`src/rtl/invader_fleet_controller.sv`:
```
// Invader formation sequencer: paces fleet steps from frame pulses, bounces the
// fleet between screen edges, tracks hits and raises cleared/landed flags.
module invader_fleet_controller #(
  parameter int unsigned ROWS        = 4,
  parameter int unsigned COLS        = 8,
  parameter int unsigned START_X     = 64,
  parameter int unsigned START_Y     = 48,
  parameter int unsigned SPACING_X   = 40,
  parameter int unsigned SPACING_Y   = 32,
  parameter int unsigned INV_WIDTH   = 24,
  parameter int unsigned INV_HEIGHT  = 16,
  parameter int unsigned STEP_X      = 8,
  parameter int unsigned DROP_Y      = 16,
  parameter int unsigned LEFT_BOUND  = 8,
  parameter int unsigned RIGHT_BOUND = 632,
  parameter int unsigned FLOOR_Y     = 416,
  parameter int unsigned MIN_PERIOD  = 2,
  parameter int unsigned SPEED_SHIFT = 1
) (
  input  logic                   clk,
  input  logic                   rst,
  input  logic                   frame,
  input  logic                   enable,
  input  logic                   hit_valid,
  input  logic [5:0]             hit_index,
  output logic [9:0]             fleet_x,
  output logic [9:0]             fleet_y,
  output logic [ROWS*COLS-1:0]   alive_mask,
  output logic [6:0]             alive_count,
  output logic                   dir_right,
  output logic                   step_strobe,
  output logic                   busy,
  output logic                   cleared,
  output logic                   landed
);

  localparam int unsigned N     = ROWS * COLS;
  localparam int unsigned COL_W = (COLS > 1) ? $clog2(COLS) : 1;
  localparam int unsigned POS_W = 11;
  localparam int unsigned CNT_W = 8;

  typedef enum logic [1:0] {S_WAIT, S_SCAN, S_MOVE, S_HALT} state_e;

  state_e             state_q, state_d;
  logic [9:0]         fleet_x_q, fleet_x_d, fleet_y_q, fleet_y_d;
  logic [N-1:0]       alive_mask_q, alive_mask_d, snap_q, snap_d;
  logic [6:0]         alive_count_q, alive_count_d;
  logic               dir_right_q, dir_right_d;
  logic [CNT_W-1:0]   frame_cnt_q, frame_cnt_d;
  logic [COL_W-1:0]   scan_col_q, scan_col_d;
  logic [5:0]         left_q, left_d, right_q, right_d;
  logic               found_q, found_d;
  logic               step_strobe_q, step_strobe_d;
  logic               busy_q, busy_d;
  logic               cleared_q, cleared_d;
  logic               landed_q, landed_d;

  logic [COLS-1:0]    col_occ;
  logic [5:0]         bottom_row;
  logic [N-1:0]       hit_oh;
  logic               hit_ok;
  logic               frame_go;
  logic [CNT_W-1:0]   cnt_inc, period;
  logic [POS_W-1:0]   right_ext, left_ext, drop_y, land_ext;
  logic               at_edge;

  // Column occupancy and lowest occupied row of the snapshot
  always_comb begin
    col_occ    = '0;
    bottom_row = '0;
    for (int r = 0; r < ROWS; r++) begin
      for (int c = 0; c < COLS; c++) begin
        col_occ[c] = col_occ[c] | snap_q[r*COLS + c];
      end
      if (|snap_q[r*COLS +: COLS]) bottom_row = 6'(r);
    end
  end

  // Hit qualification, step pacing and edge arithmetic
  always_comb begin
    hit_oh    = N'(1) << hit_index;
    hit_ok    = hit_valid && (7'(hit_index) < 7'(N)) && (|(alive_mask_q & hit_oh));
    frame_go  = frame && enable;
    cnt_inc   = (frame_cnt_q == '1) ? frame_cnt_q : frame_cnt_q + CNT_W'(1);
    period    = CNT_W'(MIN_PERIOD) + CNT_W'(alive_count_q >> SPEED_SHIFT);
    right_ext = POS_W'(fleet_x_q) + POS_W'(right_q) * POS_W'(SPACING_X)
              + POS_W'(INV_WIDTH + STEP_X);
    left_ext  = POS_W'(fleet_x_q) + POS_W'(left_q) * POS_W'(SPACING_X);
    drop_y    = POS_W'(fleet_y_q) + POS_W'(DROP_Y);
    land_ext  = drop_y + POS_W'(bottom_row) * POS_W'(SPACING_Y) + POS_W'(INV_HEIGHT);
    at_edge   = dir_right_q ? (right_ext > POS_W'(RIGHT_BOUND))
                            : (left_ext < POS_W'(LEFT_BOUND + STEP_X));
  end

  always_comb begin
    state_d       = state_q;
    fleet_x_d     = fleet_x_q;
    fleet_y_d     = fleet_y_q;
    alive_mask_d  = alive_mask_q;
    alive_count_d = alive_count_q;
    dir_right_d   = dir_right_q;
    frame_cnt_d   = frame_cnt_q;
    snap_d        = snap_q;
    scan_col_d    = scan_col_q;
    left_d        = left_q;
    right_d       = right_q;
    found_d       = found_q;
    step_strobe_d = 1'b0;
    landed_d      = landed_q;

    if (hit_ok) begin
      alive_mask_d  = alive_mask_q & ~hit_oh;
      alive_count_d = alive_count_q - 7'd1;
    end

    case (state_q)
      S_WAIT: begin
        if (alive_count_d == '0) begin
          state_d = S_HALT;
        end else if (frame_go) begin
          // >= so a period that shrank below the count fires on this frame
          if (cnt_inc >= period) begin
            frame_cnt_d = '0;
            snap_d      = alive_mask_q;
            scan_col_d  = '0;
            found_d     = 1'b0;
            left_d      = '0;
            right_d     = '0;
            state_d     = S_SCAN;
          end else begin
            frame_cnt_d = cnt_inc;
          end
        end
      end
      S_SCAN: begin
        if (frame_go) frame_cnt_d = cnt_inc;
        if (col_occ[scan_col_q]) begin
          if (!found_q) left_d = 6'(scan_col_q);
          right_d = 6'(scan_col_q);
          found_d = 1'b1;
        end
        if (scan_col_q == COL_W'(COLS - 1)) state_d = S_MOVE;
        else scan_col_d = scan_col_q + COL_W'(1);
      end
      S_MOVE: begin
        if (frame_go) frame_cnt_d = cnt_inc;
        step_strobe_d = 1'b1;
        if (at_edge) begin
          fleet_y_d   = drop_y[9:0];
          dir_right_d = !dir_right_q;
        end else if (dir_right_q) begin
          fleet_x_d = fleet_x_q + 10'(STEP_X);
        end else begin
          fleet_x_d = fleet_x_q - 10'(STEP_X);
        end
        if (at_edge && (land_ext >= POS_W'(FLOOR_Y))) begin
          landed_d = 1'b1;
          state_d  = S_HALT;
        end else if (alive_count_d == '0) begin
          state_d = S_HALT;
        end else begin
          state_d = S_WAIT;
        end
      end
      default: state_d = state_q;
    endcase

    cleared_d = cleared_q | (alive_count_d == '0);
    busy_d    = (state_d == S_SCAN) || (state_d == S_MOVE);
  end

  always_ff @(posedge clk or posedge rst) begin
    if (rst) begin
      state_q       <= S_WAIT;
      fleet_x_q     <= 10'(START_X);
      fleet_y_q     <= 10'(START_Y);
      alive_mask_q  <= '1;
      alive_count_q <= 7'(N);
      dir_right_q   <= 1'b1;
      frame_cnt_q   <= '0;
      snap_q        <= '0;
      scan_col_q    <= '0;
      left_q        <= '0;
      right_q       <= '0;
      found_q       <= 1'b0;
      step_strobe_q <= 1'b0;
      busy_q        <= 1'b0;
      cleared_q     <= 1'b0;
      landed_q      <= 1'b0;
    end else begin
      state_q       <= state_d;
      fleet_x_q     <= fleet_x_d;
      fleet_y_q     <= fleet_y_d;
      alive_mask_q  <= alive_mask_d;
      alive_count_q <= alive_count_d;
      dir_right_q   <= dir_right_d;
      frame_cnt_q   <= frame_cnt_d;
      snap_q        <= snap_d;
      scan_col_q    <= scan_col_d;
      left_q        <= left_d;
      right_q       <= right_d;
      found_q       <= found_d;
      step_strobe_q <= step_strobe_d;
      busy_q        <= busy_d;
      cleared_q     <= cleared_d;
      landed_q      <= landed_d;
    end
  end

  assign fleet_x     = fleet_x_q;
  assign fleet_y     = fleet_y_q;
  assign alive_mask  = alive_mask_q;
  assign alive_count = alive_count_q;
  assign dir_right   = dir_right_q;
  assign step_strobe = step_strobe_q;
  assign busy        = busy_q;
  assign cleared     = cleared_q;
  assign landed      = landed_q;

endmodule

```
`config.mk`:
```
export PLATFORM = sky130hd
export DESIGN_NAME = invader_fleet_controller
export DESIGN_NICKNAME = d
export VERILOG_FILES = /design/src/rtl/invader_fleet_controller.sv
export SDC_FILE = /design/constraint.sdc
export NUM_CORES = 1
export LEC_CHECK = 0
export CAP_MARGIN = 20
export CORE_MARGIN = 2
export CORE_UTILIZATION = 30
export CTS_BUF_LIST = sky130_fd_sc_hd__clkbuf_16
export CTS_CLUSTER_DIAMETER = 120
export DETAILED_ROUTE_END_ITERATION = 8
export GPL_ROUTABILITY_DRIVEN = 0
export PLACE_DENSITY = 0.45
export SLEW_MARGIN = 20
export SYNTH_ARGS = -nofsm -noshare
export SYNTH_HDL_FRONTEND = slang
export SYNTH_SLANG_ARGS = --single-unit
```
`constraint.sdc`:
```
create_clock -name clk -period 3.6 [get_ports clk]
set_input_delay 0.54 -clock clk [delete_from_list [all_inputs] [get_ports clk]]
set_output_delay 0.54 -clock clk [all_outputs]
set_load 0.02 [all_outputs]
```
==> impl_metrics.tcl, run 1 <==
set metrics [dict create \
    outcome "complete, no violations" \
    synthAdderAreaFrac 0.0990 \
    vias 5875 \
    slew_viol_final 0 \
    antenna_found_initial 0 \
    synth_commonest_cells "132 x nand2_1, 72 x dfrtp_1, 50 x ha_1, 37 x dfstp_2, 33 x inv_1" \
    numCtsBuffers 9 \
    muxShareOfSynthArea 0.0262 \
    ys_seq_area_frac 0.401 \
    clk_latency_ps 360 \
    p_per_area_nw_per_um2 597 \
    die_w_um 156 \
    finish.utilization 0.382 \
    crit_path_start_kind "flop" \
    grt_pass1_wl_um 31300 \
    skew_ps 12.1 \
    end_kind "flop" \
    p_leak_nw 3.80 \
    synth-simple-area-share 0.209 \
    multi_input_comb_area_um2 3950 \
    ys.warnings.count 0 \
    finalCritPeriodShare 0.964 \
    rsz0062_at_grt "no" \
    drtPass1Iterations 5 \
    setup_viol 0 \
    drive_above_1_share 0.184 \
    grt_max_degree 56 \
    fin_nets 903 \
    synth_compound_area_frac 0.177 \
    avgRoutedWirePerCell_um 17.0 \
    power_mw 5.15 \
    synth_flop_cell "dfrtp_1" \
    ys_seq_elements 109 \
    synth-async-reset-ratio 1.00 \
    synth_cells 739 \
    synth.avg_cell_area_um2 9.37 \
    insertedDiodeCount 0 \
    synth_top_family_by_area "simple AND/OR/NAND/NOR gates" \
    synth_area_leaders "dfrtp_1 26%, dfstp_2 14%, ha_1 9.0%" \
    synth_xor_area_frac 0.0367 \
    globalRoute.totalOverflow 0 \
    hold_viol 0 \
    path_clk_slew_ps 70 \
    track_usage 0.161 \
    path_cells "or4_4, a211oi_4, buf_4, or2_2, ha_4, nor2b_4, o21ai_4, nand2_4, xnor2_2, mux2i_1, a22o_1, o31a_1, buf_4, buf_4, or2_2" \
    hpwl_um 14500 \
    coreArea_um2 22600 \
    synth_top_cell_by_area "dfrtp_1" \
    die-area_um2 24300 \
    drt-total-wl_um 19200 \
    io-pin-count 75 \
    fp-row-count 55 \
    area.sequential_um2 2770 \
    cts.sinks 109 \
    drc 0 \
    cts_tree "done" \
    root_buffer "clkbuf_16" \
    tightestPinTransition_ps 724 \
    htreeDepth 3 \
    via_per_inst 5.20 \
    numPortBuffers 67 \
    min_path_type "reg -> reg" \
    cp_data_required_time_ps 3840 \
    worst_path_max_delay_cell "or4_4" \
    netlist_area_um2 6930 \
    maxCapViolCount 0 \
    cpMostUsedCell "buf_4" \
    fmax_mhz 288 \
    fin_setup_tns_ps 0 \
    synth.most_common_cell "nand2_1" \
    crit_fanout 4 \
    max_slew_margin 0.512 \
    crit_path_max_incr_delay_ps 570 \
    peakVddDrop_v 0.000249 \
    fillers 2257 \
    yosysTopAreaCellShare 0.260 \
    syn_to_final_growth_pct 24.8 \
    synth.distinct_cells 81 \
    grt_pass1_vias 5827 \
    post-route-min-period_ps 3470 \
    hold_buffers 0 \
    worstPathArrival_ps 3710 \
    synth_edf_count 0 \
    cts_buffer_depth 2 \
    die_height_um 156 \
    start_util 0.306 \
    ant_nets 0 \
    critical_path_class "reg -> reg" \
    drt_iter0_drc 310 \
]
## layer usage
metal / share of wire / track usage / up-vias
met5: 0 / 0 / -
met4: 0.011 / 0.0376 / 0
met3: 0.037 / 0.0281 / 13
met2: 0.48 / 0.276 / 148
met1: 0.47 / 0.212 / 2885
li1: - / - / 2829
## metrics by stage
step / hold WS [ps] / std cells / area [um2] / worst slack (ps)
after floorplan: 437 / 745 / 6950 / 247
after global placement: 459 / 1108 / 8190 / -179
after detailed placement: 459 / 1108 / 8190 / -257
after CTS: 476 / 1124 / 8490 / -6.34
after global routing: 478 / 1129 / 8640 / 0.563
final: 475 / 1129 / 8640 / 130
## area by class of cell
cell class                      instances  area share
Clock buffer                            9      0.0261
Clock inverter                          7     0.00594
Inverter                               33      0.0146
Multi-Input combinational cell        564       0.458
Sequential cell                       109       0.321
Tap cell                              285      0.0413
Timing Repair Buffer                  122       0.133
## where the power goes
part / switching [mW] / internal (mW) / total [mW] / leakage, nW
registers: 0.280 / 1.40 / 1.69 / 1.32
clock network: 0.485 / 0.478 / 0.963 / 0.147
logic: 1.37 / 1.14 / 2.51 / 2.33
## worst paths after layout
kind,start,end,slack [ps],depth (start not counted)
setup / recovery,snap_q[23],landed,130,15
max in group asynchronous,rst,alive_mask[20],2140,3
hold reg to reg,landed,landed,480,1
setup reg to reg,snap_q[23],landed,130,15
min in group asynchronous,rst,snap_q[11],660,2
hold / removal,landed,landed,480,1
## registers in the layout, indices dropped and copies added, names as in the netlist
register     cells
busy             1
scan_col_q       3
state_q          2
step_strobe      1
found_q          1
landed           1
cleared          1
fleet_y          6
alive_count      7
left_q           3
fleet_x          7
snap_q          32
frame_cnt_q      8
dir_right        1
right_q          3
alive_mask      32
## kinds of logic after synthesis
group | Yosys count
compound gates | 164
mux | 16
simple gates | 295
buf+inv | 72
fa+ha+maj | 53
xor+xnor | 29
other cells | 1
flops | 109
## layout by cell type, fill, tap and decap left out, drive strengths merged, types with 5 or more instances in the layout
cell type | netlist | final
and3 | 9 | 9
clkbuf | 13 | 9
ha | 50 | 50
buf | 26 | 55
o31a | 9 | 9
conb | 1 | 7
o21bai | 6 | 6
mux2i | 8 | 8
or3 | 6 | 6
or4 | 11 | 11
a21o | 9 | 9
a22o | 5 | 5
inv | 33 | 39
dfrtp | 72 | 72
clkdlybuf4s50 | 0 | 66
dfstp | 37 | 37
o21a | 13 | 13
a31oi | 6 | 6
o211ai | 7 | 7
nand4 | 7 | 7
and2 | 6 | 6
nand3 | 31 | 31
nor3 | 20 | 20
nand2b | 6 | 6
o21ai | 28 | 28
xnor2 | 19 | 19
nor2b | 8 | 8
nor4 | 9 | 9
a21boi | 15 | 15
mux2 | 7 | 7
a21oi | 23 | 23
nand2 | 133 | 133
or2 | 5 | 5
xor2 | 10 | 10
nor2 | 31 | 31
## what timing repair did
| item | in CTS | in global routing |
|---|---|---|
| buffers inserted | 0 | 5 |
| pin swaps | 0 | 11 |
| endpoints found under the hold margin | 0 | 0 |
| setup endpoints to repair | 12 | 52 |
| gates resized for setup | 7 | 22 |
## worst max-delay path, delay by kind of cell (launching register included)
kind / cells / cell delay, ps
muxes: 1 / 100
adders and majority gates: 1 / 190
AOI/OAI and AO/OA: 4 / 910
xor gates and xnor gates: 1 / 180
and+or+nand+nor: 5 / 1160
buffers and inverters: 3 / 390
DFF: 1 / 420
(Power assumes the default switching activity.)
==> inputs of run 2 (changes only) <==
--- a/config.mk
+++ b/config.mk
@@ -6,13 +6,14 @@
 export NUM_CORES = 1
 export LEC_CHECK = 0
 export CAP_MARGIN = 20
+export CORE_ASPECT_RATIO = 1.75
 export CORE_MARGIN = 2
 export CORE_UTILIZATION = 30
 export CTS_BUF_LIST = sky130_fd_sc_hd__clkbuf_16
 export CTS_CLUSTER_DIAMETER = 120
 export DETAILED_ROUTE_END_ITERATION = 8
 export GPL_ROUTABILITY_DRIVEN = 0
-export PLACE_DENSITY = 0.45
+export PLACE_DENSITY = 0.58
 export SLEW_MARGIN = 20
 export SYNTH_ARGS = -nofsm -noshare
 export SYNTH_HDL_FRONTEND = slang
==> run 2 against run 1 <==
Compared with the run above: worst hold slack got worse by 1.9 ps; routed wire length shrank 1.3%; setup slack improved by 15 ps; flip-flop and latch count unchanged; die area grew 0.20%; clock power is 0.4% higher; clock skew is 7.4 ps lower; register-to-register slack about the same; critical path depth down 2; non-clock buffer count grew 9; critical path type unchanged.
==> impl_metrics.tcl, run 2 (synthesis gave the netlist of run 1 again) <==
set metrics [dict create \
    outcome "complete, no violations" \
    max_slew_margin 0.501 \
    vias 5829 \
    worst_path_max_delay_cell "or4_1" \
    tightestPinTransition_ps 741 \
    grt_pass1_vias 5893 \
    cp_data_required_time_ps 3870 \
    setup_viol 0 \
    via_per_inst 5.06 \
    path_cells "or4_1, a211oi_2, or2_2, ha_1, nor2b_1, o21ai_2, nand2_1, xnor2_1, mux2i_1, a22o_1, o31a_1, o21bai_4, o41ai_2" \
    cts_buffer_depth 2 \
    fin_setup_tns_ps 0 \
    drc 0 \
    cts_tree "done" \
    avgRoutedWirePerCell_um 16.4 \
    io-pin-count 75 \
    cp-startpoint "snap_q[19]" \
    cp-endpoint "busy" \
    skew_ps 4.71 \
    hold_buffers 0 \
    hpwl_um 14700 \
    globalRoute.totalOverflow 0 \
    die-area_um2 24400 \
    p_seq_frac 0.322 \
    die_w_um 119 \
    grt_max_degree 47 \
    crit_path_start_kind "flop" \
    clk_latency_ps 370 \
    dp_cells 1137 \
    layout_commonest_cell "nand2_1" \
    instances_no_fill 1153 \
    p_per_area_nw_per_um2 596 \
    r2r_slack_ps 140 \
    syn_to_final_growth_pct 24.5 \
    ant_nets 0 \
    htreeDepth 3 \
    comb_power_share 0.490 \
    end_kind "flop" \
    peakVddDrop_v 0.000271 \
    maxCapViolCount 0 \
    insertedDiodeCount 0 \
    power.switching_mw 2.12 \
    grt_pass1_wl_um 30900 \
    intPower_mw 3.02 \
    path_clk_slew_ps 70 \
    antenna_found_initial 0 \
    track_usage 0.160 \
    fp-row-count 73 \
    r2r-end "busy" \
    worstPathArrival_ps 3720 \
    crit_family "compound AO/OA/AOI/OAI gates" \
    die_height_um 205 \
    fmax_mhz 289 \
    coreArea_um2 22700 \
    p_leak_nw 3.79 \
    reg2regPathDepth 13 \
    start_util 0.305 \
    numCtsBuffers 9 \
    drive_above_1_share 0.181 \
    min_path_type "reg -> reg" \
    slew_viol_final 0 \
    drt_iter0_drc 275 \
    cp.depth 13 \
    p_sw_frac 0.413 \
    root_buffer "clkbuf_16" \
    hold_viol 0 \
    cts.sinks 109 \
    p_clk_frac 0.188 \
    rr_startpoint "snap_q[19]" \
    cp_num_buf_inv 0 \
    final_cell_mix "132 x nand2_1, 72 x dfrtp_1, 67 x clkdlybuf4s50_1, 59 x buf_4, 50 x ha_1" \
    fin_nets 912 \
    critical_path_class "reg -> reg" \
    drt-total-wl_um 18900 \
    crit_fanout 4 \
    drtPass1Iterations 4 \
    crit_path_max_incr_delay_ps 550 \
    finalCritPeriodShare 0.960 \
    post-route-min-period_ps 3460 \
    numPortBuffers 67 \
]
==> run 2: cell count changes in the layout (fill, tap and decap cells not counted), sizes merged <==
cell / change
buf: +9
clkinvlp: +2
inv: -2
clkdlybuf4s50: +1
dlymetal6s2s: -1
==> run 2: metrics by stage <==
stage / hold WS, ps / cell area, um2 / power [mW] / util / setup slack, ps
finish: 474 / 8620 / 5.14 / 0.379 / 144
global route: 492 / 8620 / 5.59 / 0.379 / -1.34
CTS: 479 / 8600 / 5.20 / 0.378 / 4.58
detailed placement: 462 / 8310 / 4.20 / 0.365 / -137
global placement: 453 / 8310 / 4.14 / 0.365 / -88.4
floorplan: 437 / 6950 / 3.41 / - / 247
==> run 2: worst min-delay path by stage <==
stage / cells after the start / from / slack (ps) / end
after global placement: 2 / snap_q[1] / 450 / snap_q[1]
after global routing: 1 / alive_mask[31] / 490 / alive_mask[31]
after CTS: 1 / landed / 480 / landed
after detailed placement: 1 / landed / 460 / landed
final: 1 / cleared / 470 / cleared
after floorplan: 2 / snap_q[0] / 440 / snap_q[0]
==> run 2: layer usage <==
metal,GRT usage,share of wire,routed length [um],vias to the layer above
li1,-,-,-,2854
met1,0.167,0.39,7320,2843
met2,0.312,0.56,10600,101
met3,0.0189,0.024,448,31
met4,0.0723,0.030,576,0
met5,0,0,0,-
==> run 2: area by class of cell <==
class / instances / area, um2
inverter: 33 / 126
fill: 2300 / 14100
tap: 300 / 375
multi-input combinational: 564 / 3860
sequential: 109 / 2770
timing repair buffer: 131 / 1210
clock inverter: 7 / 48.8
clock buffer: 9 / 225
==> run 2: power by group through the flow <==
stage / registers, mW / clock network [mW] / logic [mW]
floorplan: 1.70 / 0 / 1.70
global placement: 1.68 / 0 / 2.46
detailed placement: 1.68 / 0 / 2.52
CTS: 1.66 / 1.00 / 2.54
global route: 1.69 / 1.04 / 2.86
finish: 1.65 / 0.967 / 2.52
==> run 2: worst register-to-register path, delay by kind of cell (launching register included) <==
family          cells  cell delay (ps)
compound gates      6             1420
fa+ha+maj           1              220
flops               1              380
mux                 1              110
simple gates        4             1000
xor+xnor            1              230
==> run 2: repair_timing <==
action	4_1_cts	5_1_grt
endpoints found under the setup margin	2	53
resized for setup	2	9
buffers inserted	0	0
cloned	0	0
